### src/rtl/pipe_hazard_ctrl.sv
// pipe_hazard_ctrl: stall/bubble sequencer for the 5-stage pipeline
//
// Tracks shadow copies of the EX and MEM destination/load/store fields
// (32-bit one-hot register selects) and drives hold/bubble controls to
// PC, IF/ID, ID/EX, EX/MEM and MEM/WB. Priority: mem wait > load-use > branch.
//
// Ports:
//   clk, reset        pipeline clock, asynchronous active-high reset
//   id_aselect/bselect one-hot rs/rt selects of the ID instruction
//   id_uses_b         ID instruction reads rt
//   id_dselect        one-hot destination of the ID instruction (0 = none)
//   id_load/store/branch  ID instruction class
//   mem_ready         data memory completes the MEM access this cycle
//   pc_hold, ifid_hold, idex_bubble, exmem_hold, memwb_bubble  pipeline controls
//   state             registered code of last winning condition (RUN/LU/BR/MEM_WAIT)
//   mem_timeout       sticky, set when a memory wait hits MAX_WAIT
//   lu_cnt, br_cnt, wait_cnt  saturating performance counters
//
// Optional: define HAZ_PERF_EN to build the performance counters; otherwise
// the counter ports are tied to 0.
module pipe_hazard_ctrl #(
    parameter int MAX_WAIT = 255,
    parameter int CNT_W    = 16
) (
    input  logic             clk,
    input  logic             reset,
    input  logic [31:0]      id_aselect,
    input  logic [31:0]      id_bselect,
    input  logic             id_uses_b,
    input  logic [31:0]      id_dselect,
    input  logic             id_load,
    input  logic             id_store,
    input  logic             id_branch,
    input  logic             mem_ready,
    output logic             pc_hold,
    output logic             ifid_hold,
    output logic             idex_bubble,
    output logic             exmem_hold,
    output logic             memwb_bubble,
    output logic [1:0]       state,
    output logic             mem_timeout,
    output logic [CNT_W-1:0] lu_cnt,
    output logic [CNT_W-1:0] br_cnt,
    output logic [CNT_W-1:0] wait_cnt
);
    typedef enum logic [1:0] {RUN = 2'd0, LU_STALL = 2'd1, BR_STALL = 2'd2, MEM_WAIT = 2'd3} state_t;
    localparam int WW = $clog2(MAX_WAIT + 1);
    state_t cur, nxt;
    logic [31:0] src, ex_dsel, mem_dsel;
    logic ex_load, ex_store, mem_load, mem_store;
    logic [WW-1:0] wait_ctr;
    logic timeout_release, mw, lu, br, ex_hit;
    // r0 is hardwired zero, so it can never carry a dependency
    assign src = (id_aselect | (id_uses_b ? id_bselect : 32'h0)) & ~32'h1;
    assign ex_hit = |(ex_dsel & src);
    assign timeout_release = wait_ctr == WW'(MAX_WAIT);
    assign mw = (mem_load | mem_store) & ~mem_ready & ~timeout_release;
    assign lu = ex_load & ex_hit;
    // branches compare in ID, so a load result is not usable until it leaves MEM
    assign br = id_branch & (ex_hit | (mem_load & |(mem_dsel & src)));
    assign state = cur;
    always_comb begin
        nxt = mw ? MEM_WAIT : lu ? LU_STALL : br ? BR_STALL : RUN;
        pc_hold = nxt != RUN;
        ifid_hold = nxt != RUN;
        idex_bubble = nxt == LU_STALL || nxt == BR_STALL;
        exmem_hold = mw;
        memwb_bubble = mw;
    end
    always_ff @(posedge clk or posedge reset) begin
        if (reset) cur <= RUN;
        else cur <= nxt;
    end
    always_ff @(posedge clk or posedge reset) begin
        if (reset) begin
            ex_dsel <= '0;
            ex_load <= 1'b0;
            ex_store <= 1'b0;
            mem_dsel <= '0;
            mem_load <= 1'b0;
            mem_store <= 1'b0;
        end else if (!mw) begin
            mem_dsel <= ex_dsel;
            mem_load <= ex_load;
            mem_store <= ex_store;
            ex_dsel <= idex_bubble ? 32'h0 : id_dselect;
            ex_load <= idex_bubble ? 1'b0 : id_load;
            ex_store <= idex_bubble ? 1'b0 : id_store;
        end
    end
    // counter reaching MAX_WAIT forces one release cycle, which also clears it
    always_ff @(posedge clk or posedge reset) begin
        if (reset) begin
            wait_ctr <= '0;
            mem_timeout <= 1'b0;
        end else begin
            wait_ctr <= mw ? wait_ctr + WW'(1) : '0;
            mem_timeout <= mem_timeout | timeout_release;
        end
    end
`ifdef HAZ_PERF_EN
    always_ff @(posedge clk or posedge reset) begin
        if (reset) begin
            lu_cnt <= '0;
            br_cnt <= '0;
            wait_cnt <= '0;
        end else begin
            if (nxt == LU_STALL && lu_cnt != '1) lu_cnt <= lu_cnt + CNT_W'(1);
            if (nxt == BR_STALL && br_cnt != '1) br_cnt <= br_cnt + CNT_W'(1);
            if (nxt == MEM_WAIT && wait_cnt != '1) wait_cnt <= wait_cnt + CNT_W'(1);
        end
    end
`else
    assign lu_cnt = '0;
    assign br_cnt = '0;
    assign wait_cnt = '0;
`endif
endmodule

### config.mk
export PLATFORM = sky130hd
export DESIGN_NAME = pipe_hazard_ctrl
export DESIGN_NICKNAME = d
export VERILOG_FILES = /design/src/rtl/pipe_hazard_ctrl.sv
export SDC_FILE = /design/constraint.sdc
export NUM_CORES = 1
export LEC_CHECK = 0
export ABC_AREA = 0
export ABC_CLOCK_PERIOD_IN_PS = 3000
export BUFFER_PORTS_ARGS = -buffer_cell sky130_fd_sc_hd__buf_2
export CAP_MARGIN = 30
export CORE_UTILIZATION = 49
export DETAILED_ROUTE_END_ITERATION = 8
export PLACE_DENSITY = 0.81
export SETUP_SLACK_MARGIN = 0.3
export SLEW_MARGIN = 20
export SYNTH_ARGS = -nofsm -noshare
export SYNTH_HDL_FRONTEND = slang
export SYNTH_SLANG_ARGS = --single-unit
### constraint.sdc
create_clock -name clk -period 3 [get_ports clk]
set_clock_uncertainty 0.05 [all_clocks]
set_input_delay 0.45 -clock clk [delete_from_list [all_inputs] [get_ports clk]]
set_output_delay 0.45 -clock clk [all_outputs]
set_load 0.02 [all_outputs]
==> results.json <==
{
  "num_vias": 3573,
  "synth_area_um2": 4019,
  "cts_root_buf": "clkbuf_8",
  "holdCritPathClass": "in -> async",
  "io_pins": 159,
  "yosys.area.top_type": "dfrtp_1",
  "slew_violations": 0,
  "grt_max_degree": 66,
  "core.rowCount": 32,
  "dieWidth_um": 92.57,
  "portBuffers": 107,
  "synthArstFlopShare_pct": 100.0,
  "leakagePower_nw": 2.803,
  "critPathMaxStageDelay_ns": 0.39,
  "fp.coreArea_um2": 7848,
  "yosysTopAreaCellShare_pct": 47.95,
  "h-tree-depth": 3,
  "drt-wirelength-per-cell_um": 15.19,
  "hold-worst-slack_ns": 0.1374,
  "yosysWarnings": 0,
  "drt_iter0_drc": 308,
  "track_usage_pct": 24.35,
  "die_area_um2": 8568,
  "avgSynthCellArea_um2": 8.833,
  "clkSinkCount": 77,
  "rsz0062_at_grt": "true",
  "critPathBufInv": 3,
  "placed_cells": 655,
  "setup_violations": 0,
  "synth_seq_cells": 77,
  "drt_wl_total_mm": 10.33,
  "period_share_pct": 98.91,
  "first_global_vias": 3218,
  "ys_seq_area_share_pct": 47.95,
  "p_per_area_nw_per_um2": 917.8,
  "ys_types": 27,
  "place_hpwl_mm": 7.140,
  "tightest_slew_ns": 0.6589,
  "cts_buffer_depth": 2,
  "antenna_cells": 0,
  "synth.area.top_cells": "dfrtp_1 48%, nand2_1 16%, buf_4 9.3%",
  "period_needed_ns": 2.967,
  "synthTopCellsByCount": "166 x nand2_1, 77 x dfrtp_1, 50 x buf_4",
  "drv_cap": 0,
  "areaGrowthSynthToFinish_pct": 25.72,
  "cp_top_family": "compound AO/OA/AOI/OAI gates",
  "hold_viol_final": 0,
  "synth_flop_cell": "dfrtp_1",
  "gp_congestion": 0.8748,
  "critPathArrivalTime_ns": 2.47,
  "detail-route-antenna-nets": 0,
  "worstPathMaxFanout": 7,
  "first_pass_iters": 5,
  "drcViolationCount": 0,
  "clk_pin_slew_ns": 0.07,
  "finalNonFillerCells": 680,
  "grt_pass1_wl_mm": 15.62,
  "slew_headroom_pct": 56.01,
  "cp-end-kind": "output pin",
  "vias_per_cell": 5.254,
  "syn_inst": 455,
  "nets": 678,
  "slowest_stage": "o41ai_4",
  "ir_drop_uv": 464.6,
  "yosysMostFrequentCell": "nand2_1",
  "start_util_pct": 51.21,
  "synth_edf_count": 0,
  "cts_made_buffers": 9,
  "outcome": "finished, final reports clean",
  "path_class": "in -> out",
  "fmax_ghz": 0.3370,
  "cts_tree": "built",
  "drive_above_1_share_pct": 28.20,
  "worst-endpoint-required_ns": 2.50,
  "dieHeight_um": 92.57,
  "grt_antenna_before_repair": 0,
  "clk_latency_ns": 0.35,
  "grt_overflow_total": 0,
  "start_kind": "primary input",
  "path_cells": "bufbuf_16 -> a21o_1 -> buf_4 -> a22oi_1 -> nand4_1 -> o41ai_4 -> mux2i_4 -> a21oi_2 -> ha_4 -> buf_6"
}
==> cell type report <==
type	instances	area [µm²]
Inverter	5	21.27
Fill cell	625	2795
Tap cell	102	127.6
Sequential cell	77	1927
Clock buffer	12	155.1
Multi-Input combinational cell	349	1866
Timing Repair Buffer	131	885.9
Clock inverter	4	70.07
==> per-layer routing <==
metal / share of wire (%) / GRT usage (%) / up-vias
li1: - / - / 1657
met1: 41 / 32.08 / 1677
met2: 48 / 37.53 / 212
met3: 9.0 / 5.501 / 27
met4: 2.6 / 12.76 / 0
met5: 0 / 0 / -
==> cell usage in the layout (no fill, tap or decap), types with 4 or more instances in the layout <==
cell	synthesis	routed
xor2_1	4	4
nand4_1	6	6
a22oi_2	0	6
conb_1	1	48
nand3b_1	33	33
nand2_1	166	166
nor2_1	9	9
clkbuf_8	0	11
buf_2	9	103
buf_4	50	14
a22oi_1	28	22
a21o_1	32	32
buf_12	0	4
buf_6	1	4
dfrtp_1	77	77
nand3_1	5	5
==> sequential cells by signal, summed over array words and instances (netlist names) <==
register,flops
ex_store,1
wait_ctr,8
ex_dsel,31
state,2
mem_dsel,31
mem_store,1
mem_load,1
ex_load,1
mem_timeout,1
==> logic make-up after synthesis <==
group           Yosys count  synth area share (%)
mux                       1                0.2491
other cells               1               0.09331
simple gates            225                 25.12
fa+ha+maj                 2                0.6226
compound gates           67                 12.42
buf+inv                  76                 12.24
xor+xnor                  6                 1.308
flops                    77                 47.95
==> per-stage QoR <==
| step | instance area (µm²) | TNS, ns | setup WS [ns] | util (%) | total power (W) |
|---|---|---|---|---|---|
| global placement | 4547 | -1.623 | -0.1859 | 57.94 | 0.003244 |
| global route | 5052 | -0.02572 | -0.02572 | 64.38 | 0.004913 |
| detailed placement | 4547 | -4.183 | -0.2706 | 57.94 | 0.003315 |
| floorplan | 4208 | 0 | 0.3046 | - | 0.002866 |
| finish | 5052 | 0 | 0.03268 | 64.38 | 0.004637 |
| CTS | 4954 | 0 | 0.05332 | 63.12 | 0.004373 |
==> where the power goes <==
group          switching [W]  internal (W)  leakage (nW)  total [W]
clock network       0.000370      0.000512         0.116   0.000881
logic                0.00105      0.000942          1.68    0.00199
registers           0.000313       0.00145          1.01    0.00177
total                0.00173       0.00291          2.80    0.00464
==> repair_timing <==
item / CTS / global route
resized for setup: 24 / 8
pin swaps: 24 / 27
cloned: 2 / 2
endpoints found under the setup margin: 28 / 28
hold buffers: 0 / 0
setup buffers: 2 / 3
==> path summary, 6_finish.rpt <==
check	start	endpoint	slack, ns	depth (start not counted)
worst max-delay path	id_uses_b	idex_bubble	0.03	10
worst min-delay path	reset	mem_timeout	0.14	2
worst max register to register	ex_dsel[27]	ex_dsel[22]	0.29	12
worst min register to register	mem_timeout	mem_timeout	0.42	1
max in group asynchronous	reset	ex_dsel[28]	2.10	3
min in group clk	id_dselect[31]	ex_dsel[31]	0.27	3
(Power assumes the default switching activity.)
